==> src/rtl/aes_wbm_pkg.sv <==
// Shared definitions for the AES Wishbone initiator: register offsets,
// word counts, FSM state encoding and a 128-bit word selector.
`default_nettype none

package aes_wbm_pkg;

    localparam logic [7:0] OFS_KEY    = 8'h00;
    localparam logic [7:0] OFS_PT     = 8'h10;
    localparam logic [7:0] OFS_CTRL   = 8'h20;
    localparam logic [7:0] OFS_STATUS = 8'h24;
    localparam logic [7:0] OFS_CT     = 8'h28;

    localparam int unsigned KEY_WORDS = 4;
    localparam int unsigned PT_WORDS  = 4;
    localparam int unsigned CT_WORDS  = 4;

    localparam logic [31:0] CTRL_START = 32'h0000_0001;

    typedef enum logic [2:0] {
        IDLE      = 3'd0,
        WR_KEY    = 3'd1,
        WR_PT     = 3'd2,
        WR_CTRL   = 3'd3,
        POLL_RD   = 3'd4,
        POLL_WAIT = 3'd5,
        RD_CT     = 3'd6,
        FIN       = 3'd7
    } state_t;

    // Word 0 is the most significant 32 bits.
    function automatic logic [31:0] word_of(input logic [127:0] v, input logic [1:0] n);
        logic [31:0] w;
        case (n)
            2'd0:    w = v[127:96];
            2'd1:    w = v[95:64];
            2'd2:    w = v[63:32];
            default: w = v[31:0];
        endcase
        return w;
    endfunction

endpackage

`default_nettype wire

==> src/rtl/aes_wbm_xfer.sv <==
// Single-word Wishbone classic transfer engine with req/done handshake.
// Optional ack timeout enabled by macro AES_WBM_TIMEOUT_EN.
`default_nettype none

module aes_wbm_xfer #(
    parameter int unsigned TIMEOUT = 255
) (
    input  logic        clk,
    input  logic        rst,
    input  logic        req,
    input  logic        req_we,
    input  logic [31:0] req_adr,
    input  logic [31:0] req_dat,
    output logic        done,
    output logic        err,
    output logic [31:0] rdat,
    output logic        cyc,
    output logic        stb,
    output logic        we,
    output logic [3:0]  sel,
    output logic [31:0] adr,
    output logic [31:0] wdat,
    input  logic [31:0] dat_in,
    input  logic        ack
);

    logic active;
    logic abort;

    // A request is only accepted while no transfer is in flight, so the cycle
    // following an ack always shows cyc/stb low.
    always_ff @(posedge clk or posedge rst) begin
        if (rst) begin
            active <= 1'b0;
            we     <= 1'b0;
            sel    <= 4'h0;
            adr    <= 32'h0;
            wdat   <= 32'h0;
        end else if (active) begin
            if (ack || abort) begin
                active <= 1'b0;
            end
        end else if (req) begin
            active <= 1'b1;
            we     <= req_we;
            sel    <= 4'hF;
            adr    <= req_adr;
            wdat   <= req_dat;
        end
    end

`ifdef AES_WBM_TIMEOUT_EN
    localparam int CW = (TIMEOUT > 1) ? $clog2(TIMEOUT) : 1;
    logic [CW-1:0] wait_cnt;

    always_ff @(posedge clk or posedge rst) begin
        if (rst) begin
            wait_cnt <= '0;
        end else if (!active || ack) begin
            wait_cnt <= '0;
        end else begin
            wait_cnt <= wait_cnt + 1'b1;
        end
    end

    assign abort = active && !ack && (wait_cnt == CW'(TIMEOUT - 1));
`else
    assign abort = 1'b0 & (TIMEOUT == 0);
`endif

    assign cyc  = active;
    assign stb  = active;
    assign done = active & ack;
    assign err  = abort;
    assign rdat = dat_in;

endmodule

`default_nettype wire

==> src/rtl/aes_wb_master.sv <==
// Wishbone initiator that loads key/plaintext into an AES core, polls STATUS
// and reads back the ciphertext. Optional ack timeout: AES_WBM_TIMEOUT_EN.
`default_nettype none

module aes_wb_master #(
    parameter logic [31:0] BASE_ADR = 32'h3000_0000,
    parameter int unsigned TIMEOUT  = 255,
    parameter int unsigned POLL_GAP = 4
) (
    input  logic         wb_clk_i,
    input  logic         wb_rst_i,
    input  logic         start_i,
    input  logic [127:0] key_i,
    input  logic [127:0] pt_i,
    output logic         busy_o,
    output logic         done_o,
    output logic [127:0] ct_o,
    output logic         err_o,
    output logic         wbm_cyc_o,
    output logic         wbm_stb_o,
    output logic         wbm_we_o,
    output logic [3:0]   wbm_sel_o,
    output logic [31:0]  wbm_adr_o,
    output logic [31:0]  wbm_dat_o,
    input  logic [31:0]  wbm_dat_i,
    input  logic         wbm_ack_i
);

    import aes_wbm_pkg::*;

    localparam int GW = (POLL_GAP > 2) ? $clog2(POLL_GAP - 1) : 1;

    state_t        state, next_state;
    logic [1:0]    idx;
    logic [GW-1:0] gap;
    logic [127:0]  key_q, pt_q;
    logic [95:0]   ct_buf;
    logic          req, req_we;
    logic [7:0]    req_ofs;
    logic [31:0]   req_dat;
    logic          xfer_done, xfer_err;
    logic [31:0]   xfer_rdat;

    always_comb begin
        next_state = state;
        req        = 1'b0;
        req_we     = 1'b0;
        req_ofs    = 8'h00;
        req_dat    = 32'h0;
        case (state)
            IDLE: begin
                if (start_i) next_state = WR_KEY;
            end
            WR_KEY: begin
                req     = 1'b1;
                req_we  = 1'b1;
                req_ofs = OFS_KEY + {4'h0, idx, 2'b00};
                req_dat = word_of(key_q, idx);
                if (xfer_done && idx == 2'(KEY_WORDS - 1)) next_state = WR_PT;
            end
            WR_PT: begin
                req     = 1'b1;
                req_we  = 1'b1;
                req_ofs = OFS_PT + {4'h0, idx, 2'b00};
                req_dat = word_of(pt_q, idx);
                if (xfer_done && idx == 2'(PT_WORDS - 1)) next_state = WR_CTRL;
            end
            WR_CTRL: begin
                req     = 1'b1;
                req_we  = 1'b1;
                req_ofs = OFS_CTRL;
                req_dat = CTRL_START;
                if (xfer_done) next_state = POLL_RD;
            end
            POLL_RD: begin
                req     = 1'b1;
                req_ofs = OFS_STATUS;
                if (xfer_done) begin
                    if (xfer_rdat[0])     next_state = RD_CT;
                    else if (POLL_GAP > 1) next_state = POLL_WAIT;
                    else                   next_state = POLL_RD;
                end
            end
            // The POLL_RD request cycle is itself idle, so wait one less here.
            POLL_WAIT: begin
                if (gap == GW'(POLL_GAP - 2)) next_state = POLL_RD;
            end
            RD_CT: begin
                req     = 1'b1;
                req_ofs = OFS_CT + {4'h0, idx, 2'b00};
                if (xfer_done && idx == 2'(CT_WORDS - 1)) next_state = FIN;
            end
            FIN: begin
                next_state = IDLE;
            end
            default: next_state = IDLE;
        endcase
        if (xfer_err) next_state = IDLE;
    end

    always_ff @(posedge wb_clk_i or posedge wb_rst_i) begin
        if (wb_rst_i) begin
            state  <= IDLE;
            idx    <= 2'd0;
            gap    <= '0;
            key_q  <= 128'h0;
            pt_q   <= 128'h0;
            ct_buf <= 96'h0;
            ct_o   <= 128'h0;
            err_o  <= 1'b0;
        end else begin
            state <= next_state;
            err_o <= xfer_err;
            if (state == IDLE && start_i) begin
                key_q <= key_i;
                pt_q  <= pt_i;
            end
            if (state == IDLE || xfer_err) begin
                idx <= 2'd0;
            end else if (xfer_done && (state == WR_KEY || state == WR_PT || state == RD_CT)) begin
                idx <= idx + 2'd1;
            end
            gap <= (state == POLL_WAIT) ? gap + 1'b1 : '0;
            // ct_o only changes once all four words have arrived.
            if (state == RD_CT && xfer_done) begin
                case (idx)
                    2'd0:    ct_buf[95:64] <= xfer_rdat;
                    2'd1:    ct_buf[63:32] <= xfer_rdat;
                    2'd2:    ct_buf[31:0]  <= xfer_rdat;
                    default: ct_o          <= {ct_buf, xfer_rdat};
                endcase
            end
        end
    end

    assign busy_o = (state != IDLE) && (state != FIN);
    assign done_o = (state == FIN);

    aes_wbm_xfer #(
        .TIMEOUT (TIMEOUT)
    ) u_xfer (
        .clk     (wb_clk_i),
        .rst     (wb_rst_i),
        .req     (req),
        .req_we  (req_we),
        .req_adr (BASE_ADR + {24'h0, req_ofs}),
        .req_dat (req_dat),
        .done    (xfer_done),
        .err     (xfer_err),
        .rdat    (xfer_rdat),
        .cyc     (wbm_cyc_o),
        .stb     (wbm_stb_o),
        .we      (wbm_we_o),
        .sel     (wbm_sel_o),
        .adr     (wbm_adr_o),
        .wdat    (wbm_dat_o),
        .dat_in  (wbm_dat_i),
        .ack     (wbm_ack_i)
    );

endmodule

`default_nettype wire

==> config.mk <==
export PLATFORM = sky130hd
export DESIGN_NAME = aes_wb_master
export DESIGN_NICKNAME = d
export VERILOG_FILES = /design/src/rtl/aes_wbm_pkg.sv /design/src/rtl/aes_wbm_xfer.sv /design/src/rtl/aes_wb_master.sv
export SDC_FILE = /design/constraint.sdc
export NUM_CORES = 1
export LEC_CHECK = 0
export CAP_MARGIN = 10
export CORE_MARGIN = 4
export CORE_UTILIZATION = 35
export DETAILED_ROUTE_END_ITERATION = 8
export PLACE_DENSITY_LB_ADDON = 0.08
export SYNTH_ARGS = -nofsm -noshare
export SYNTH_HDL_FRONTEND = slang
export SYNTH_SLANG_ARGS = --single-unit
==> constraint.sdc <==
create_clock -name wb_clk_i -period 22.5 [get_ports wb_clk_i]
set_input_delay 4.5 -clock wb_clk_i [delete_from_list [all_inputs] [get_ports wb_clk_i]]
set_output_delay 4.5 -clock wb_clk_i [all_outputs]
set_load 0.01 [all_outputs]
==> flow_metrics.env, run 1 <==
export IMPL_timing_worst_setup_path_type="in2reg"
export IMPL_async_flop_share_pct=100
export IMPL_place_congestion=0.789
export IMPL_ir_worst_vdd_mv=0.0672
export IMPL_track_usage_pct=17.9
export IMPL_die_width_microns=261
export IMPL_timing_final_max_slew_violations=0
export IMPL_final_fill_count=5748
export IMPL_post_route_period_util_pct=30.7
export IMPL_drc=0
export IMPL_min_period_ns=6.91
export IMPL_placementRows=92
export IMPL_cts_hold_buf=0
export IMPL_power_per_cell_area_mw_per_mm2=119
export IMPL_max_slew_margin_pct=20.6
export IMPL_floorplan_die_area_sq_mm=0.0679
export IMPL_detail_route_iter0_violations=905
export IMPL_post_place_ws_ns=14.96
export IMPL_timing_clock_skew_ns=0.0112
export IMPL_wl_mm=62.5
export IMPL_clock_sinks=526
export IMPL_cts_tree="yes"
export IMPL_detailedRoute_firstPassIterationCount=5
export IMPL_clock_insertion_delay_worst_skew_ns=0.60
export IMPL_dominantRegCellSynth="dfrtp_1"
export IMPL_worstSetupEndpointType="register"
export IMPL_hold_worst_slack_ns=0.434
export IMPL_routed_via_count=14100
export IMPL_run_status="finished, final reports clean"
export IMPL_avgViaCountPerCell=4.91
export IMPL_clock_path_buffers=3
export IMPL_layout_overhead_on_the_synthesized_area_pct=31.4
export IMPL_totalNegativeSetupSlack_ns=0
export IMPL_via_count_of_the_first_global_routing_pass=14800
export IMPL_post_drt_wl_per_cell_microns=21.8
export IMPL_boundaryPins=494
export IMPL_hold_class="reg2reg"
export IMPL_core_sq_mm=0.0631
export IMPL_hold_viol_final=0
export IMPL_cts_htree_levels=2
export IMPL_netlist_instances=1551
export IMPL_yosys_cell_types_count=46
export IMPL_grt_antenna_before_repair=9
export IMPL_worst_max_slew_pin_slew_ns=1.19
export IMPL_cts_repair_timing_setup_buffer_count=0
export IMPL_synth_seq_area_share_pct=58.9
export IMPL_rsz0062_at_grt="false"
export IMPL_setup_viol=0
export IMPL_quantity_of_i_o_buffers_inserted_on_ports=466
export IMPL_synth_seq_cells=526
export IMPL_required_ns=22.98
export IMPL_grt_pass1_wl_mm=93.7
export IMPL_power_uw=3500
export IMPL_die_height_microns=261
export IMPL_drive_gt1_share_pct=26.9
export IMPL_post_dp_hpwl_mm=41.9
export IMPL_yosys_warn_count=0
export IMPL_cts_clk_slew_worst_paths_ns=0.06
export IMPL_num_nets_final=2275
export IMPL_grt_overflow=0
export IMPL_postLayoutSetupSlackWorst_ns=15.59
export IMPL_synth_edf_count=0
export IMPL_drv_cap=0
export IMPL_post_synth_cell_area_avg_sq_um=14.4
export IMPL_route_antenna_remaining_nets=0
export IMPL_power_leakage_uw=0.0132
export IMPL_synthesis_area_sq_mm=0.0223
export IMPL_grt_start_max_net_pins=221
export IMPL_arrival_ns=7.40
export IMPL_root_buffer_cell="clkbuf_16"
export IMPL_cts_repair_resize_count=0
export IMPL_crit_fanout=67
export IMPL_effective_utilization_at_floorplan_pct=35.4
export IMPL_total_cts_buffers=59
export IMPL_cp_start_kind="input port"
export IMPL_timing_fmax_ghz=0.145
-- stage by stage --
stage | std cells | cell area, sq um | utilization, %
6_report | 2871 | 29300 | 46.5
5_1_grt | 2870 | 29300 | 46.5
4_1_cts | 2867 | 29300 | 46.5
3_5_place_dp | 2762 | 27400 | 43.4
3_3_place_gp | 2762 | 27400 | 43.4
2_1_floorplan | 1577 | 22400 | -
-- area by class of cell --
class	instances	area, sq um	share of cell area (%)
tap	846	1060	3.61
timing repair buffer	478	4780	16.3
multi-input combinational	873	8230	28.1
clock buffer	94	1820	6.21
inverter	39	155	0.529
sequential	526	13200	44.9
clock inverter	11	115	0.392
antenna	4	10.0	0.0341
-- worst paths after layout --
check	from	slack (ns)	cells past startpoint	end
worst max-delay path	wbm_ack_i	15.59	6	ct_o[103]$_DFFE_PP0P_
max in group asynchronous	wb_rst_i	15.94	4	key_q[49]$_DFFE_PP0P_
min in group asynchronous	wb_rst_i	4.46	2	ct_buf[39]$_DFFE_PP0P_
worst max register to register	state[0]$_DFFE_PP0P_	19.04	4	key_q[71]$_DFFE_PP0P_
worst min-delay path	gap[0]$_DFF_PP0_	0.43	1	gap[0]$_DFF_PP0_
worst min register to register	gap[0]$_DFF_PP0_	0.43	1	gap[0]$_DFF_PP0_
-- where the power goes --
| part | total (uW) | leakage (uW) | switching, uW | internal (uW) |
|---|---|---|---|---|
| Sequential | 1460 | 0.00673 | 184 | 1280 |
| Clock | 957 | 0.000953 | 385 | 572 |
| Combinational | 1080 | 0.00554 | 522 | 561 |
-- cells by family (layout without fill, tap and decap cells) --
group / Yosys count / after routing / synth area share (%)
xor gates and xnor gates: 1 / 1 / 0.0392
buffers and inverters: 178 / 622 / 4.92
DFF: 526 / 526 / 58.9
adders and majority gates: 7 / 7 / 0.381
and+or+nand+nor: 136 / 136 / 2.90
AOI/OAI and AO/OA: 220 / 220 / 6.99
other: 1 / 31 / 0.0168
muxes: 482 / 482 / 25.8
-- layer usage --
layer,vias up,part of all wire [%],global-route usage [%]
li1,6405,-,-
met1,7205,45,25.0
met2,379,47,28.0
met3,97,6.5,4.48
met4,10,2.2,4.82
met5,-,0.090,0
-- sequential cells by signal (all words and copies together), names as in the netlist --
name,count
idx,2
pt_q,128
u_xfer.we,1
ct_buf,96
ct_o,128
gap,2
u_xfer.adr,5
u_xfer.wdat,32
state,3
u_xfer.cyc,1
key_q,128
-- cell usage after synthesis, types with 3 or more instances --
cell type	instances	area [sq um]
buf_1	11	41.3
mux2_1	27	304
a222oi_1	63	631
ha_1	6	75.1
o21ai_1	3	15.0
o21ai_0	70	350
mux2_4	100	1500
a21oi_1	36	180
dfrtp_1	526	13200
buf_4	37	278
nor2b_1	36	225
a32oi_1	4	35.0
mux2i_1	31	310
a22oi_1	32	240
nor2_1	11	41.3
buf_6	33	372
nand2b_1	5	31.3
buf_2	35	175
nand2_1	73	274
mux2_2	324	3650
inv_1	38	143
clkbuf_1	23	86.3
-- layout by cell type (no fill, tap or decap), drive strengths merged, types with 8 or more instances in the layout --
cell / synthesis / final
dfrtp: 526 / 526
clkdlybuf4s50: 0 / 466
mux2: 451 / 451
clkbuf: 23 / 94
nand2: 74 / 74
o21ai: 73 / 73
a222oi: 63 / 63
inv: 39 / 39
nor2b: 36 / 36
a21oi: 36 / 36
a22oi: 32 / 32
mux2i: 31 / 31
conb: 1 / 27
buf: 116 / 12
nor2: 11 / 11
clkinv: 0 / 8
-- critical path, cell delays in order --
cell and delay, ns:
clkdlybuf4s50_1 0.45, and2_1 0.22, and3_4 0.23, nand2_8 0.52, buf_4 0.93, mux2_2 0.42
Note: power is estimated with default switching activity, not from simulation.
==> run 2: changes to the inputs <==
==> constraint.sdc (replaced) <==
create_clock -name wb_clk_i -period 7.2 [get_ports wb_clk_i]
set_input_delay 1.44 -clock wb_clk_i [delete_from_list [all_inputs] [get_ports wb_clk_i]]
set_output_delay 1.44 -clock wb_clk_i [all_outputs]
set_load 0.01 [all_outputs]
==> run 2 against run 1 <==
  * First-iteration DRC count shrank 2.8%
  * Largest power group unchanged
  * Critical endpoint is now done_o
  * Via count grew 0.30%
  * Clock skew grew 0.013 ns
==> flow_metrics.env, run 2 (synthesis results as in run 1) <==
export IMPL_net_switching_power_uw=3390
export IMPL_post_dp_hpwl_mm=42.3
export IMPL_worst_max_slew_pin_slew_ns=1.08
export IMPL_drv_cap=0
export IMPL_die_height_microns=261
export IMPL_min_period_ns=3.71
export IMPL_critPathTopFamily="flip-flops"
export IMPL_finish_instance_area_sq_mm=0.0294
export IMPL_floorplan_die_area_sq_mm=0.0679
export IMPL_avgViaCountPerCell=4.90
export IMPL_post_drt_wl_per_cell_microns=21.7
export IMPL_critical_path_slowest_cell="dfrtp_1"
export IMPL_cts_tree="yes"
export IMPL_root_buffer_cell="clkbuf_16"
export IMPL_routed_via_count=14100
export IMPL_placementRows=92
export IMPL_grt_start_max_net_pins=149
export IMPL_ir_worst_vdd_mv=0.199
export IMPL_power_leakage_uw=0.0132
export IMPL_core_sq_mm=0.0631
export IMPL_cts_repair_resize_count=0
export IMPL_required_ns=5.76
export IMPL_quantity_of_i_o_buffers_inserted_on_ports=466
export IMPL_placement_cell_area_sq_mm=0.0274
export IMPL_grt_pass1_wl_mm=93.8
export IMPL_worstSetupEndpointType="output port"
export IMPL_total_cts_buffers=58
export IMPL_crit_fanout=22
export IMPL_boundaryPins=494
export IMPL_drive_gt1_share_pct=27.1
export IMPL_switching_share_pct=31.1
export IMPL_route_antenna_remaining_nets=0
export IMPL_detailedRoute_firstPassIterationCount=8
export IMPL_timing_fmax_ghz=0.269
export IMPL_critical_path_buf_inv_count=1
export IMPL_layout_core_utilization_pct=46.6
export IMPL_power_report_internal_total_uw=7510
export IMPL_final_common_cell="dfrtp_1"
export IMPL_post_place_ws_ns=3.07
export IMPL_post_route_period_util_pct=51.6
export IMPL_clock_sinks=526
export IMPL_via_count_of_the_first_global_routing_pass=14700
export IMPL_layout_top_registers="ct_o: 128 flops, key_q: 128 flops, pt_q: 128 flops"
export IMPL_grt_overflow=0
export IMPL_cts_clk_slew_worst_paths_ns=0.06
export IMPL_cts_htree_levels=2
export IMPL_layout_overhead_on_the_synthesized_area_pct=31.6
export IMPL_setup_viol=0
export IMPL_p_clk_share_pct=27.0
export IMPL_grt_antenna_before_repair=32
export IMPL_power_share_sequential_pct=41.9
export IMPL_detail_route_iter0_violations=880
export IMPL_dp_cell_count=2763
export IMPL_cp_start_kind="register"
export IMPL_num_nets_final=2275
export IMPL_combinationalPowerShare_pct=31.1
export IMPL_hold_class="reg2reg"
export IMPL_postLayoutSetupSlackWorst_ns=3.49
export IMPL_max_slew_margin_pct=28.3
export IMPL_rsz0062_at_grt="false"
export IMPL_track_usage_pct=17.9
export IMPL_die_width_microns=261
export IMPL_timing_clock_skew_ns=0.0245
export IMPL_power_per_cell_area_mw_per_mm2=371
export IMPL_layout_cells_most_common_list="dfrtp_1, clkdlybuf4s50_1, mux2_2"
export IMPL_cp_cell_sequence="and3_1 -> clkdlybuf4s50_1"
export IMPL_timing_worst_setup_path_type="reg2out"
export IMPL_hold_worst_slack_ns=0.441
export IMPL_critPathMaxStageDelay_ns=0.84
export IMPL_cts_repair_timing_setup_buffer_count=0
export IMPL_final_instance_count_excl_fill=2883
export IMPL_arrival_ns=2.27
export IMPL_clock_path_buffers=3
export IMPL_clock_insertion_delay_worst_skew_ns=0.61
export IMPL_wl_mm=62.6
export IMPL_timing_final_max_slew_violations=0
export IMPL_cts_hold_buf=0
export IMPL_hold_viol_final=0
export IMPL_drc=0
export IMPL_effective_utilization_at_floorplan_pct=35.4
export IMPL_place_congestion=0.772
export IMPL_run_status="finished, final reports clean"
-- run 2: final cells by class --
cell class	count	area, sq um
Antenna cell	16	40.0
Clock buffer	90	1780
Clock inverter	14	130
Fill cell	5724	33700
Inverter	39	151
Multi-Input combinational cell	873	8240
Sequential cell	526	13200
Tap cell	846	1060
Timing Repair Buffer	479	4820
-- run 2: power by group through the flow --
stage | Clock, uW | Sequential, uW | Combinational [uW]
finish | 2950 | 4570 | 3390
global route | 3170 | 4690 | 3720
floorplan | 0 | 4480 | 2390
CTS | 3050 | 4570 | 3450
global placement | 0 | 4580 | 3370
detailed placement | 0 | 4620 | 3440
-- run 2: worst paths after layout --
kind,slack [ns],endpoint,cells past startpoint,start
min in group asynchronous,1.21,pt_q[115]$_DFFE_PP0P_,2,wb_rst_i
worst min register to register,0.44,gap[0]$_DFF_PP0_,1,gap[0]$_DFF_PP0_
max in group asynchronous,4.31,u_xfer.wdat[21]$_DFFE_PP0P_,4,wb_rst_i
worst min-delay path,0.44,gap[0]$_DFF_PP0_,1,gap[0]$_DFF_PP0_
worst max register to register,3.64,u_xfer.wdat[18]$_DFFE_PP0P_,6,idx[1]$_DFFE_PP0P_
worst max-delay path,3.49,done_o,2,state[2]$_DFFE_PP0P_
-- run 2: per-layer routing --
metal,global-route usage (%),vias up,share of wire [%]
met5,0,-,0.35
met4,4.92,32,2.2
met3,6.10,119,7.8
met2,28.5,373,47
met1,23.5,7205,43
li1,-,6409,-
-- run 2: metrics by stage --
step	TNS [ns]	power, uW
final	0	10900
after global routing	0	11600
after CTS	0	11100
after detailed placement	0	8050
after global placement	0	7940
after floorplan	-730.17	6860
==> run 3: changes to the inputs <==
==> constraint.sdc (replaced) <==
create_clock -name wb_clk_i -period 3.6 [get_ports wb_clk_i]
set_input_delay 0.72 -clock wb_clk_i [delete_from_list [all_inputs] [get_ports wb_clk_i]]
set_output_delay 0.72 -clock wb_clk_i [all_outputs]
set_load 0.01 [all_outputs]
==> run 3 against run 2 <==
  * Design area rose by 1.5%
  * Clock skew fell by 0.011 ns
  * Critical path depth rose by 1
  * Worst hold slack got worse by 0.019 ns
  * Register-to-register slack got worse by 2.8 ns
  * Setup slack got worse by 2.9 ns
==> flow_metrics.env, run 3 (synthesis results as in run 1) <==
export IMPL_layout_overhead_on_the_synthesized_area_pct=33.6
export IMPL_power_leakage_uw=0.0135
export IMPL_hold_class="reg2reg"
export IMPL_avgViaCountPerCell=4.92
export IMPL_timing_fmax_ghz=0.336
export IMPL_quantity_of_i_o_buffers_inserted_on_ports=466
export IMPL_root_buffer_cell="clkbuf_16"
export IMPL_net_switching_power_uw=6880
export IMPL_min_period_ns=2.97
export IMPL_grt_antenna_before_repair=25
export IMPL_run_status="finished, final reports clean"
export IMPL_clock_insertion_delay_worst_skew_ns=0.61
export IMPL_boundaryPins=494
export IMPL_cp_start_kind="register"
export IMPL_max_slew_margin_pct=31.9
export IMPL_ir_worst_vdd_mv=0.391
export IMPL_floorplan_die_area_sq_mm=0.0679
export IMPL_cts_clk_slew_worst_paths_ns=0.06
export IMPL_placementRows=92
export IMPL_power_report_internal_total_uw=15400
export IMPL_clock_sinks=526
export IMPL_arrival_ns=2.25
export IMPL_core_sq_mm=0.0631
export IMPL_power_uw=22300
export IMPL_switching_share_pct=30.9
export IMPL_track_usage_pct=18.1
export IMPL_worst_r2r_setup_slack_ns=0.83
export IMPL_worst_hold_path_num_cells=1
export IMPL_place_congestion=0.775
export IMPL_drive_gt1_share_pct=28.4
export IMPL_layout_top_registers="ct_o: 128 flops, key_q: 128 flops, pt_q: 128 flops"
export IMPL_via_count_of_the_first_global_routing_pass=15000
export IMPL_layout_core_utilization_pct=47.3
export IMPL_cts_htree_levels=2
export IMPL_total_cts_buffers=59
export IMPL_detailedRoute_firstPassIterationCount=7
export IMPL_cts_hold_buf=0
export IMPL_rsz0062_at_grt="false"
export IMPL_timing_worst_setup_path_type="reg2out"
export IMPL_cts_repair_resize_count=0
export IMPL_timing_rr_end="u_xfer.wdat[31]$_DFFE_PP0P_"
export IMPL_drv_cap=0
export IMPL_final_common_cell="dfrtp_1"
export IMPL_num_nets_final=2302
export IMPL_timing_final_max_slew_violations=0
export IMPL_worst_max_slew_pin_slew_ns=1.02
export IMPL_effective_utilization_at_floorplan_pct=35.4
export IMPL_grt_overflow=0
export IMPL_clock_path_buffers=3
export IMPL_cts_tree="yes"
export IMPL_required_ns=2.88
export IMPL_grt_pass1_wl_mm=94.8
export IMPL_post_drt_wl_per_cell_microns=21.7
export IMPL_post_route_period_util_pct=82.6
export IMPL_post_dp_hpwl_mm=44.3
export IMPL_cell_count_of_the_worst_reg_to_reg_path=8
export IMPL_timing_clock_skew_ns=0.0133
export IMPL_power_share_sequential_pct=41.0
export IMPL_worstSetupEndpointType="output port"
export IMPL_combinationalPowerShare_pct=31.0
export IMPL_worstHoldStart="gap[0]$_DFF_PP0_"
export IMPL_layout_cells_most_common_list="dfrtp_1, clkdlybuf4s50_1, mux2_2"
export IMPL_die_height_microns=261
export IMPL_setup_viol=0
export IMPL_power_per_cell_area_mw_per_mm2=747
export IMPL_drc=0
export IMPL_grt_start_max_net_pins=98
export IMPL_crit_fanout=22
export IMPL_crit_reg2reg_launch="idx[1]$_DFFE_PP0P_"
export IMPL_hold_viol_final=0
export IMPL_die_width_microns=261
export IMPL_detail_route_iter0_violations=908
export IMPL_end_point_of_the_most_critical_hold_path="gap[0]$_DFF_PP0_"
export IMPL_hold_worst_slack_ns=0.423
export IMPL_cts_repair_timing_setup_buffer_count=0
export IMPL_wl_mm=63.2
export IMPL_p_clk_share_pct=27.9
export IMPL_route_antenna_remaining_nets=0
export IMPL_routed_via_count=14300
-- run 3: cell count changes in the layout (fill, tap and decap cells not counted), sizes merged --
cell and change:
clkinv +8, bufinv +3, clkbuf -4, diode -6, inv -1, buf +26
-- run 3: how the worst max path moves through the flow --
stage | from | to | slack [ns] | depth (start not counted)
after floorplan | wb_rst_i | ct_buf[0]$_DFFE_PP0P_ | -4.27 | 1
after global placement | wbm_ack_i | ct_o[1]$_DFFE_PP0P_ | 0.82 | 6
after detailed placement | wbm_ack_i | ct_o[115]$_DFFE_PP0P_ | 0.77 | 6
after CTS | state[2]$_DFFE_PP0P_ | busy_o | 0.58 | 3
after global routing | state[2]$_DFFE_PP0P_ | busy_o | 0.45 | 3
final | state[0]$_DFFE_PP0P_ | busy_o | 0.63 | 3
-- run 3: worst max-delay path: stages (launching register included) --
cell,delay (ns)
dfrtp_1,0.80
nor3_2,0.17
nor2_1,0.13
clkdlybuf4s50_1,0.54
-- run 3: layout make-up --
| class | count | area [sq um] |
|---|---|---|
| Antenna cell | 10 | 25.0 |
| Clock buffer | 86 | 1790 |
| Clock inverter | 24 | 248 |
| Fill cell | 5644 | 33200 |
| Inverter | 39 | 151 |
| Multi-Input combinational cell | 873 | 8240 |
| Sequential cell | 526 | 13200 |
| Tap cell | 846 | 1060 |
| Timing Repair Buffer | 505 | 5160 |
-- run 3: power by group through the flow --
| stage | registers, uW | logic (uW) | clock network [uW] |
|---|---|---|---|
| 2_1_floorplan | 8950 | 4780 | 0 |
| 3_3_place_gp | 9180 | 6880 | 0 |
| 3_5_place_dp | 9250 | 7020 | 0 |
| 4_1_cts | 9160 | 7050 | 6440 |
| 5_1_grt | 9410 | 7600 | 6650 |
| 6_report | 9150 | 6920 | 6230 |
-- run 3: stage by stage --
stage	setup slack [ns]	setup TNS (ns)	instances	area (sq um)
final	0.626	0	2909	29800
after global routing	0.450	0	2903	29800
after CTS	0.576	0	2899	29800
after detailed placement	0.773	0	2789	27800
after global placement	0.819	0	2789	27800
after floorplan	-4.27	-2245.05	1577	22400
-- run 3: metal layers --
metal  vias up  GRT usage (%)  part of all wire (%)
met4        28           4.37                   1.7
met3       103           5.68                   7.5
li1       6477              -                     -
met5         -              0                  0.33
met2       401           28.8                    47
met1      7308           24.4                    43
